File: src/rtl/rotor_stage.sv
// One Enigma rotor stage: loadable wiring, position/ring/notch, 1-cycle forward and inverse paths.
// Optional macro ROTOR_PERM_CHECK_EN rejects wiring writes that would break the permutation and adds wire_ok.
module rotor_stage #(
    parameter int unsigned N_SYM     = 26,
    parameter int unsigned IW        = $clog2(N_SYM),
    parameter int unsigned NOTCH_RST = 4
) (
    input  logic             clk,
    input  logic             reset,
    input  logic [N_SYM-1:0] fwd_in,
    input  logic             fwd_vld,
    input  logic [N_SYM-1:0] inv_in,
    input  logic             inv_vld,
    output logic [N_SYM-1:0] fwd_out,
    output logic             fwd_out_vld,
    output logic [N_SYM-1:0] inv_out,
    output logic             inv_out_vld,
    output logic             sym_err,
    input  logic             step_in,
    input  logic             pos_load,
    input  logic [IW-1:0]    pos_val,
    input  logic             ring_load,
    input  logic             notch_load,
    input  logic             cfg_we,
    input  logic [IW-1:0]    cfg_addr,
    input  logic [IW-1:0]    cfg_data,
    output logic [IW-1:0]    pos,
    output logic             at_notch,
    output logic             carry_out
`ifdef ROTOR_PERM_CHECK_EN
    ,
    output logic             wire_ok
`endif
);

    localparam logic [IW:0] NW = (IW+1)'(N_SYM);

    logic [IW-1:0]    wire_q [N_SYM];
    logic [IW-1:0]    winv_q [N_SYM];
    logic [IW-1:0]    pos_q, pos_d;
    logic [IW-1:0]    ring_q, ring_d;
    logic [IW-1:0]    notch_q, notch_d;
    logic             carry_q, carry_d;
    logic [N_SYM-1:0] fwd_out_q, fwd_out_d;
    logic [N_SYM-1:0] inv_out_q, inv_out_d;
    logic             fwd_vld_q, inv_vld_q;
    logic             sym_err_q, sym_err_d;
    logic             wr_apply;

    // Modular helpers: one conditional correction, no reliance on bit-width wrap.
    function automatic logic [IW-1:0] add_mod(input logic [IW-1:0] a, input logic [IW-1:0] b);
        logic [IW:0] s;
        s = {1'b0, a} + {1'b0, b};
        if (s >= NW) s = s - NW;
        return IW'(s);
    endfunction

    function automatic logic [IW-1:0] sub_mod(input logic [IW-1:0] a, input logic [IW-1:0] b);
        logic [IW:0] s;
        if (a >= b) s = {1'b0, a} - {1'b0, b};
        else        s = {1'b0, a} + NW - {1'b0, b};
        return IW'(s);
    endfunction

    logic [IW-1:0] shift_c;
    logic [IW-1:0] fwd_idx, inv_idx, fwd_c, inv_c, fwd_o, inv_o;
    logic          fwd_hot1, inv_hot1;
    logic          pos_val_ok, cfg_ok;

    assign shift_c    = sub_mod(pos_q, ring_q);
    assign pos_val_ok = ({1'b0, pos_val} < NW);
    assign cfg_ok     = cfg_we && ({1'b0, cfg_addr} < NW) && ({1'b0, cfg_data} < NW);
    assign fwd_hot1   = ($countones(fwd_in) == 1);
    assign inv_hot1   = ($countones(inv_in) == 1);

    // One-hot to index decode for both paths.
    always_comb begin
        fwd_idx = '0;
        inv_idx = '0;
        for (int i = 0; i < N_SYM; i++) begin
            if (fwd_in[i]) fwd_idx = IW'(i);
            if (inv_in[i]) inv_idx = IW'(i);
        end
    end

    assign fwd_c = add_mod(fwd_idx, shift_c);
    assign inv_c = add_mod(inv_idx, shift_c);
    assign fwd_o = sub_mod(wire_q[fwd_c], shift_c);
    assign inv_o = sub_mod(winv_q[inv_c], shift_c);

    // Output next-state: zero when idle or when the input was not one-hot.
    always_comb begin
        fwd_out_d = '0;
        inv_out_d = '0;
        sym_err_d = 1'b0;
        if (fwd_vld) begin
            if (fwd_hot1) fwd_out_d = N_SYM'(1) << fwd_o;
            else          sym_err_d = 1'b1;
        end
        if (inv_vld) begin
            if (inv_hot1) inv_out_d = N_SYM'(1) << inv_o;
            else          sym_err_d = 1'b1;
        end
    end

    // Position, ring, notch and carry next-state.
    always_comb begin
        pos_d   = pos_q;
        ring_d  = ring_q;
        notch_d = notch_q;
        carry_d = step_in && !pos_load && (pos_q == notch_q);
        if (pos_load) begin
            if (pos_val_ok) pos_d = pos_val;
        end else if (step_in) begin
            pos_d = add_mod(pos_q, IW'(1));
        end
        if (ring_load && pos_val_ok)  ring_d  = pos_val;
        if (notch_load && pos_val_ok) notch_d = pos_val;
    end

`ifdef ROTOR_PERM_CHECK_EN
    logic wr_rej;
    logic wire_ok_q, wire_ok_d;

    // A consistent table pair only stays a permutation if the write re-asserts the existing mapping.
    assign wr_rej   = cfg_ok && ((winv_q[cfg_data] != cfg_addr) || (wire_q[cfg_addr] != cfg_data));
    assign wr_apply = cfg_ok && !wr_rej;

    always_comb begin
        wire_ok_d = wire_ok_q;
        if (wr_rej)        wire_ok_d = 1'b0;
        else if (wr_apply) wire_ok_d = 1'b1;
    end

    always_ff @(posedge clk) begin
        if (reset) wire_ok_q <= 1'b1;
        else       wire_ok_q <= wire_ok_d;
    end

    assign wire_ok = wire_ok_q;
`else
    assign wr_apply = cfg_ok;
`endif

    always_ff @(posedge clk) begin
        if (reset) begin
            for (int i = 0; i < N_SYM; i++) begin
                wire_q[i] <= IW'(i);
                winv_q[i] <= IW'(i);
            end
            pos_q     <= '0;
            ring_q    <= '0;
            notch_q   <= IW'(NOTCH_RST);
            carry_q   <= 1'b0;
            fwd_out_q <= '0;
            inv_out_q <= '0;
            fwd_vld_q <= 1'b0;
            inv_vld_q <= 1'b0;
            sym_err_q <= 1'b0;
        end else begin
            if (wr_apply) begin
                wire_q[cfg_addr] <= cfg_data;
                winv_q[cfg_data] <= cfg_addr;
            end
            pos_q     <= pos_d;
            ring_q    <= ring_d;
            notch_q   <= notch_d;
            carry_q   <= carry_d;
            fwd_out_q <= fwd_out_d;
            inv_out_q <= inv_out_d;
            fwd_vld_q <= fwd_vld;
            inv_vld_q <= inv_vld;
            sym_err_q <= sym_err_d;
        end
    end

    assign fwd_out     = fwd_out_q;
    assign fwd_out_vld = fwd_vld_q;
    assign inv_out     = inv_out_q;
    assign inv_out_vld = inv_vld_q;
    assign sym_err     = sym_err_q;
    assign pos         = pos_q;
    assign at_notch    = (pos_q == notch_q);
    assign carry_out   = carry_q;

endmodule

File: config.mk
export PLATFORM = sky130hd
export DESIGN_NAME = rotor_stage
export DESIGN_NICKNAME = d
export VERILOG_FILES = /design/src/rtl/rotor_stage.sv
export SDC_FILE = /design/constraint.sdc
export NUM_CORES = 1
export LEC_CHECK = 0
export BUFFER_PORTS_ARGS = -buffer_cell sky130_fd_sc_hd__buf_2
export CAP_MARGIN = 20
export CORE_UTILIZATION = 45
export CTS_BUF_LIST = sky130_fd_sc_hd__clkbuf_16
export DETAILED_ROUTE_END_ITERATION = 8
export SYNTH_ARGS = -nofsm -noshare
export SYNTH_HDL_FRONTEND = slang
export SYNTH_SLANG_ARGS = --single-unit
File: constraint.sdc
create_clock -name clk -period 9.1 [get_ports clk]
set_input_delay 1.82 -clock clk [delete_from_list [all_inputs] [get_ports clk]]
set_output_delay 1.82 -clock clk [all_outputs]
set_load 0.05 [all_outputs]
# After elaboration in Yosys (flattened, before gate mapping)

Memory sizes are Yosys's and may differ from the RTL's.
Cells that the tools add are included.

$add $sub $neg: 65
Magnitude comparators: 9
Equality and inequality tests: 4
Shift operators: 2
Multiplexer cells: 74
Bitwise gates (word level): 4
Reductions and logical operators: 13

Operators with widths:

| kind                                                 | number |
|---|---|
| two-way mux 5 bit                                    | 61 |
| adder 1 x 1 -> 2 bit                                 | 26 |
| left shift 1 x 5 -> 26 bit (first input constant)    | 2 |
| adder 2 x 2 -> 3 bit                                 | 12 |
| subtractor 5 bit                                     | 6 |
| adder 3 x 3 -> 4 bit                                 | 6 |
| adder 5 x 5 -> 6 bit                                 | 4 |
| >= comparator 6 x 5 -> 1 bit (second input constant) | 3 |
| adder 5 bit (second input constant)                  | 3 |
| >= comparator 5 bit                                  | 3 |
| less-than comparator 5 bit (second input constant)   | 3 |
| subtractor 5 bit (second input constant)             | 3 |
| two-way mux 1 bit                                    | 13 |
| equality test 6 x 1 -> 1 bit (second input constant) | 2 |
| adder 4 x 2 -> 5 bit                                 | 2 |
| adder 4 x 4 -> 5 bit                                 | 2 |
| OR reduction 5 bit                                   | 2 |
| adder 5 x 1 -> 6 bit (second input constant)         | 1 |
| logical AND 1 bit                                    | 6 |
| OR reduction 3 bit                                   | 2 |
| equality test 5 bit                                  | 1 |
| inverter 1 bit                                       | 4 |
| != test 2 x 1 -> 1 bit (second input constant)       | 1 |
| AND reduction 2 bit                                  | 1 |
| other kinds (2)                                      | 2 |

Bits in registers: 71
Memory bits (writable): 260
Input port bits: 76
Output and inout port bits: 62
Logic and storage cells: 182
Memories kept: 2

Memories:

| name   | words | width | rd ports | clocked after Yosys merged registers in | wr ports | RTL line | source |
|---|---|---|---|---|---|---|---|
| winv_q | 26    | 5     | 1        | 0                                       | 26       | 39       | `logic [IW-1:0] winv_q [N_SYM];` |
| wire_q | 26    | 5     | 1        | 0                                       | 26       | 38       | `logic [IW-1:0] wire_q [N_SYM];` |

# Longest topological paths before layout

Gate-level depths: netlist of the first run.
An unclocked memory read counts as a cell.

Word-level depth: 33
Depth in mapped cells: 36
Depth with buffers taken out: 32

# Worst setup path after synthesis of the first run

OpenSTA, ideal clock, no wires.

Path kind: input to register
From: input port fwd_in[2]
To: register fwd_out_q[19], in the netlist fwd_out[19]
Setup time: 0.138 ns
Arrival time: 7.199 ns
Data required time: 8.962 ns
Setup slack: 1.764 ns
Stages: 30
Path buffers: 4
Cell sequence: nor2_1 > nor3_1 > nor3_1 > nor3_1 > o311ai_0 > a211oi_1 > nor3_1 > nor3_1 > o31a_1 > fa_1 > xor2_1 > nor3_1 > o31a_1 > o221ai_4 > buf_6 > buf_6 > nand2_1 > a32oi_1 > nand4_1 > and3_1 > ha_1 > clkbuf_1 > a41o_1 > a21o_1 > a21oi_1 > mux2i_1 > xor2_1 > nand2b_1 > clkbuf_1 > nor4_1

Longest elaborated chain between the ends: 32
Elaborated cells on any way between the ends: 43
Those cells by class: 10 x add/sub; 2 x order compare; 1 x eq/ne; 1 x shift; 26 x mux; 1 x bitwise; 1 x reduce/logical; 1 x memory

RTL lines:

| item                                                                    | RTL line | source |
|---|---|---|
| start, declared                                                         | 10       | `input logic [N_SYM-1:0] fwd_in,` |
| two-way mux 5 bit (24 in series)                                        | 81       | `if (fwd_in[i]) fwd_idx = IW'(i);` |
| adder 5 x 5 -> 6 bit                                                    | 53       | `s = {1'b0, a} + {1'b0, b};` |
| subtractor 5 bit / >= comparator 6 x 5 -> 1 bit (equally long branches) | 54       | `if (s >= NW) s = s - NW;` |
| two-way mux 5 bit                                                       | 54       |  |
| memory (26 x 5 bit)                                                     | --       |  |
| adder 5 bit                                                             | 61       | `else s = {1'b0, a} + NW - {1'b0, b};` |
| subtractor 5 bit                                                        | 61       |  |
| two-way mux 5 bit                                                       | 60       | `if (a >= b) s = {1'b0, a} - {1'b0, b};` |
| left shift 1 x 5 -> 26 bit                                              | 97       | `if (fwd_hot1) fwd_out_d = N_SYM'(1) << fwd_o;` |
| end signal, assigned                                                    | 169      | `fwd_out_q <= fwd_out_d;` |
| end, declared                                                           | 44       | `logic [N_SYM-1:0] fwd_out_q, fwd_out_d;` |

Parallel ways exist; a longest one is shown, timed or not.
A chain may end at the register's enable or synchronous reset.

# Final worst setup path of the first run

From: input port fwd_in[2]
To: register fwd_out_q[8], in the netlist fwd_out[8]

Same word-level chain as after synthesis.

==> flow_metrics.tcl, run 1 <==
set metrics [dict create \
    cp_slowest_cell "o221ai_4" \
    status "finished, final reports clean" \
    synth_edf_count 320 \
    crit_path_max_fanout 29 \
    maxCapViolCount 0 \
    cts_resized 0 \
    ys_types 77 \
    ys_seq_elements 391 \
    grt_max_degree 64 \
    rows 78 \
    slowest_delay_ns 0.83 \
    cts_tree "built" \
    worstMarginPinSlew_ns 1.10 \
    num_antenna_cells 0 \
    syn-cell-area_um2 20900 \
    cts_root_buffer "clkbuf_16" \
    hold_violations 0 \
    critPathKind "input pin to register" \
    drt_iter0_markers 1140 \
    initial_core_util 0.458 \
    clk_latency_ns 0.57 \
    setup_viol 0 \
    htree_num_levels 2 \
    fin_nets 2375 \
    max-slew-margin-rel 0.269 \
    portBuffers 137 \
    finalSetupTns_ns 0 \
    globalplace.congestion 0.889 \
    synthFlopType "edfxtp_1" \
    slew_viol_final 0 \
    route.vias.total 15400 \
    grt_pass1_vias 14900 \
    synth_warnings 0 \
    postSynth.asyncResetShare 0 \
    drc 0 \
    dr.pass1.iters 6 \
    clock_skew_ns 0.0151 \
    grtUsageTotal 0.227 \
    core_area_um2 45600 \
    antenna_left 0 \
    antenna_found_initial 1 \
    cts_setup_buffers 0 \
    grt_first_pass_wirelength_um 82900 \
    ys_top_cells_by_area "edfxtp_1 46%, dfxtp_1 6.8%, nand2_1 6.2%, fa_1 4.5%, ha_1 3.8%" \
    drive_gt1_frac 0.142 \
    synth_top_area_frac 0.461 \
    die_w_um 217 \
    post-route-min-period_ns 8.30 \
    vias_per_cell 5.46 \
    wl_per_cell_um 18.8 \
    synth_top_area_cell "edfxtp_1" \
    cts_inserted_buffers 41 \
    syn_area_per_cell_um2 10.2 \
    critPathCaptureType "register" \
    arrival_ns 8.73 \
    cts_sinks 391 \
    die_area_um2 47200 \
    start_kind "input pin" \
    rsz0062_at_grt "no" \
    max_freq_mhz 121 \
    critical_path.most_common_cell "nor3_1" \
    drt-total-wl_um 53000 \
    clockBufferDepth 3 \
    finalCritPeriodShare 0.912 \
    synthCells 2038 \
    cp.required_ns 9.53 \
    layout-area-overhead-vs-synth_pct 13.1 \
    hp-class "register to register" \
    synthTopCellsByCount "342 x nand2_1, 320 x edfxtp_1, 129 x nor2_1" \
    grt-ovfl-total 0 \
    dieHeight_um 217 \
    cts_hold_buf 0 \
    clkSlewWorstSetupHoldPaths_ns 0.06 \
    ioPinCount 138 \
    yosysMostFrequentCell "nand2_1" \
    ys_seq_area_frac 0.529 \
    post-dp-hpwl_um 35900 \
]
## cells by family after synthesis
kind of cell    after synthesis  synth area share
xor+xnor                     34            0.0146
other cells                   1          0.000180
compound gates              198            0.0661
buf+inv                     245            0.0482
mux                          36            0.0176
fa+ha+maj                   110            0.0829
simple gates               1023             0.242
flops                       391             0.529
## final timing paths
check	start	end	slack (ns)	depth (start not counted)
setup / recovery	fwd_in[2]	fwd_out[8]$_SDFF_PP0_	0.80	28
hold / removal	ring_q[2]$_SDFFE_PP0P_	ring_q[2]$_SDFFE_PP0P_	0.46	2
setup reg to reg	pos[1]$_SDFFE_PP0P_	inv_out[16]$_SDFF_PP0_	0.84	29
hold reg to reg	ring_q[2]$_SDFFE_PP0P_	ring_q[2]$_SDFFE_PP0P_	0.46	2
## layout by cell type, fill, tap and decap left out, types with 42 or more instances in the layout
cell,Yosys,routed
and2_1,105,105
a21oi_1,42,42
nand3_1,116,116
edfxtp_1,320,320
buf_2,33,137
or2_2,54,54
ha_1,63,63
nor3_1,67,67
nor2_1,129,129
or3_1,89,89
dfxtp_1,71,71
nand2_1,342,342
conb_1,1,60
fa_1,47,47
inv_1,116,121
clkbuf_16,0,45
## critical path: cells and delay by family
kind / cells / cell delay, ns
multiplexers: 2 / 0.68
XOR/XNOR: 1 / 0.31
buffers and inverters: 2 / 0.44
AND/OR/NAND/NOR: 11 / 1.39
AO/OA/AOI/OAI: 10 / 3.31
adder cells (fa/ha/maj): 2 / 0.76
## stage by stage
step                      hold slack, ns  std cells  area [um^2]  worst slack (ns)   util
final                              0.462       2818        23600             0.803  0.518
after global routing               0.499       2818        23600             0.254  0.518
after CTS                          0.465       2818        23600             0.842  0.518
after detailed placement           0.457       2746        22300             0.297  0.489
after global placement             0.447       2746        22300             0.438  0.489
after floorplan                    0.436       2097        21100              1.76      -
## layout make-up
class	instances	area [um^2]
fillers	4066	22000
flip-flops and latches	391	11000
multi-input cells	1461	9070
clock buffers	45	1130
repair buffers	176	991
well taps	600	751
inverters	118	443
clock inverters	27	183
## metal layers
layer  wire length (um)  track usage  vias to the layer above  share of wire
li1                   -            -                     7377              -
met1              24200        0.315                     7460           0.46
met2              24600        0.367                      455           0.46
met3               3010       0.0327                       86          0.057
met4               1250       0.0697                        0          0.024
met5                  0            0                        -              0
## registers in the layout, summed over array words and instances (netlist names)
| name | flops |
|---|---|
| ring_q | 5 |
| fwd_out | 26 |
| inv_out | 26 |
| winv_q | 160 |
| pos | 5 |
| notch_q | 5 |
| carry_out | 1 |
| sym_err | 1 |
| wire_q | 160 |
| fwd_out_vld | 1 |
| inv_out_vld | 1 |
Power of run 1 is not shown: default switching activity piles up to over one toggle a cycle in this logic, so the estimate is an artifact.
==> run 2, diff against run 1 <==
--- a/config.mk
+++ b/config.mk
@@ -5,11 +5,13 @@
 export SDC_FILE = /design/constraint.sdc
 export NUM_CORES = 1
 export LEC_CHECK = 0
+export ABC_CLOCK_PERIOD_IN_PS = 9100
 export BUFFER_PORTS_ARGS = -buffer_cell sky130_fd_sc_hd__buf_2
 export CAP_MARGIN = 20
-export CORE_UTILIZATION = 45
+export CORE_UTILIZATION = 61
 export CTS_BUF_LIST = sky130_fd_sc_hd__clkbuf_16
 export DETAILED_ROUTE_END_ITERATION = 8
+export PLACE_DENSITY = 0.82
 export SYNTH_ARGS = -nofsm -noshare
 export SYNTH_HDL_FRONTEND = slang
 export SYNTH_SLANG_ARGS = --single-unit
==> run 2 against run 1 <==
Clock skew rose by 0.0078 ns. Routed wire length shrank 5.7%. Final area is 1.4% lower. Worst setup slack better by 0.22 ns. Final cell count shrank 5.9%. First-iteration DRC count is 60% higher. Clock-buffer cell count shrank 4. Sequential cell count did not move. Hold slack better by 0.0050 ns. Utilization increased by 17 points. Largest cell class unchanged.
==> flow_metrics.tcl, run 2 (synthesis results as in run 1) <==
set metrics [dict create \
    status "finished, final reports clean" \
    finalSetupTns_ns 0 \
    final_common_cell "nand2_1" \
    critical_path.most_common_cell "a21oi_1" \
    clockBufferDepth 3 \
    critPathCaptureType "register" \
    cts_resized 0 \
    grtUsageTotal 0.288 \
    cts_tree "built" \
    min_from "ring_q[2]$_SDFFE_PP0P_" \
    cts_sinks 391 \
    max_freq_mhz 124 \
    dr.pass1.iters 6 \
    worstMarginPinSlew_ns 1.02 \
    hold_violations 0 \
    grt_pass1_vias 15700 \
    post-dp-hpwl_um 32900 \
    clkSlewWorstSetupHoldPaths_ns 0.06 \
    dieHeight_um 187 \
    start_kind "input pin" \
    post-route-min-period_ns 8.08 \
    grt_first_pass_wirelength_um 80400 \
    max-slew-margin-rel 0.316 \
    grt_max_degree 81 \
    cts_hold_buf 0 \
    fin_nets 2360 \
    route.vias.total 16000 \
    setup_viol 0 \
    clk_latency_ns 0.55 \
    drive_gt1_frac 0.134 \
    slowest_delay_ns 0.68 \
    final-instance-count-excl-fill 2653 \
    hp-class "register to register" \
    whs_endpoint "ring_q[2]$_SDFFE_PP0P_" \
    htree_num_levels 2 \
    multi_input_area_um2 9070 \
    reg2reg_slack_ns 1.07 \
    drt-total-wl_um 50000 \
    cts_inserted_buffers 39 \
    whs_path_depth 2 \
    timing.rr.start "pos[1]$_SDFFE_PP0P_" \
    arrival_ns 8.48 \
    fin_util 0.692 \
    cts_root_buffer "clkbuf_16" \
    vias_per_cell 6.04 \
    seq_area_um2 11000 \
    timing.rr.end "inv_out[8]$_SDFF_PP0_" \
    fillers 2414 \
    slew_viol_final 0 \
    drt_iter0_markers 1825 \
    layout-area-overhead-vs-synth_pct 11.5 \
    maxCapViolCount 0 \
    reg2reg_depth 28 \
    initial_core_util 0.621 \
    rsz0062_at_grt "no" \
    clock_skew_ns 0.0228 \
    rows 67 \
    antenna_found_initial 0 \
    post-route-cell-area_um2 23300 \
    drc 0 \
    dp_cells 2581 \
    finalCritPeriodShare 0.888 \
    cp_slowest_cell "o21a_2" \
    wl_per_cell_um 18.9 \
    crit_path_max_fanout 33 \
    portBuffers 137 \
    grt-ovfl-total 0 \
    reg_top3 "winv_q (160), wire_q (160)" \
    die_w_um 187 \
    final_cell_mix "342 x nand2_1, 320 x edfxtp_1, 137 x buf_2, 129 x nor2_1, 126 x inv_1" \
    num_antenna_cells 0 \
    core_area_um2 33600 \
    place_area_um2 22000 \
    antenna_left 0 \
    cp.required_ns 9.50 \
    cts_setup_buffers 0 \
    globalplace.congestion 0.965 \
    ioPinCount 138 \
    die_area_um2 35000 \
    critPathKind "input pin to register" \
]
## run 2: cell types whose count changed in the layout (fill, tap and decap cells not counted), moves of 2 or more
cell       delta
buf_12        +2
buf_4        -15
clkbuf_16     -4
clkinv_2      -3
inv_1         +5
inv_2         +2
## run 2: how the worst max path moves through the flow
stage,startpoint,end,slack (ns),cells past startpoint
floorplan,fwd_in[2],fwd_out[19]$_SDFF_PP0_,1.76,30
global placement,inv_in[1],inv_out[16]$_SDFF_PP0_,0.81,31
detailed placement,inv_in[1],inv_out[16]$_SDFF_PP0_,0.67,31
CTS,inv_in[1],inv_out[8]$_SDFF_PP0_,1.10,31
global route,inv_in[2],inv_out[11]$_SDFF_PP0_,0.37,30
finish,inv_in[1],inv_out[8]$_SDFF_PP0_,1.02,31
## run 2: through the flow
stage / hold WS, ns / setup WS (ns)
floorplan: 0.436 / 1.76
global placement: 0.449 / 0.813
detailed placement: 0.459 / 0.671
CTS: 0.468 / 1.10
global route: 0.501 / 0.371
finish: 0.467 / 1.02
## run 2: cell type report
class	instances	share of cell area
timing repair buffer	163	0.0395
clock buffer	41	0.0441
tap	448	0.0241
clock inverter	31	0.00962
inverter	118	0.0190
sequential	391	0.474
multi-input combinational	1461	0.390
## run 2: critical path, delay by kind of cell
kind                       cells  cell delay, ns
muxes                          1            0.53
buffers and inverters          3            0.51
adders and majority gates      3            1.02
xor gates and xnor gates       1            0.20
AOI/OAI and AO/OA             14            2.68
and+or+nand+nor                9            1.68
## run 2: metal layers
layer / track usage / vias up / part of all wire / wire length (um)
met5: 0 / - / 0 / 0
met3: 0.0428 / 120 / 0.095 / 4770
met1: 0.388 / 7668 / 0.40 / 19800
met4: 0.0980 / 0 / 0.027 / 1330
li1: - / 7341 / - / -
met2: 0.480 / 905 / 0.48 / 24200
Power of run 2 is left out for the same reason.
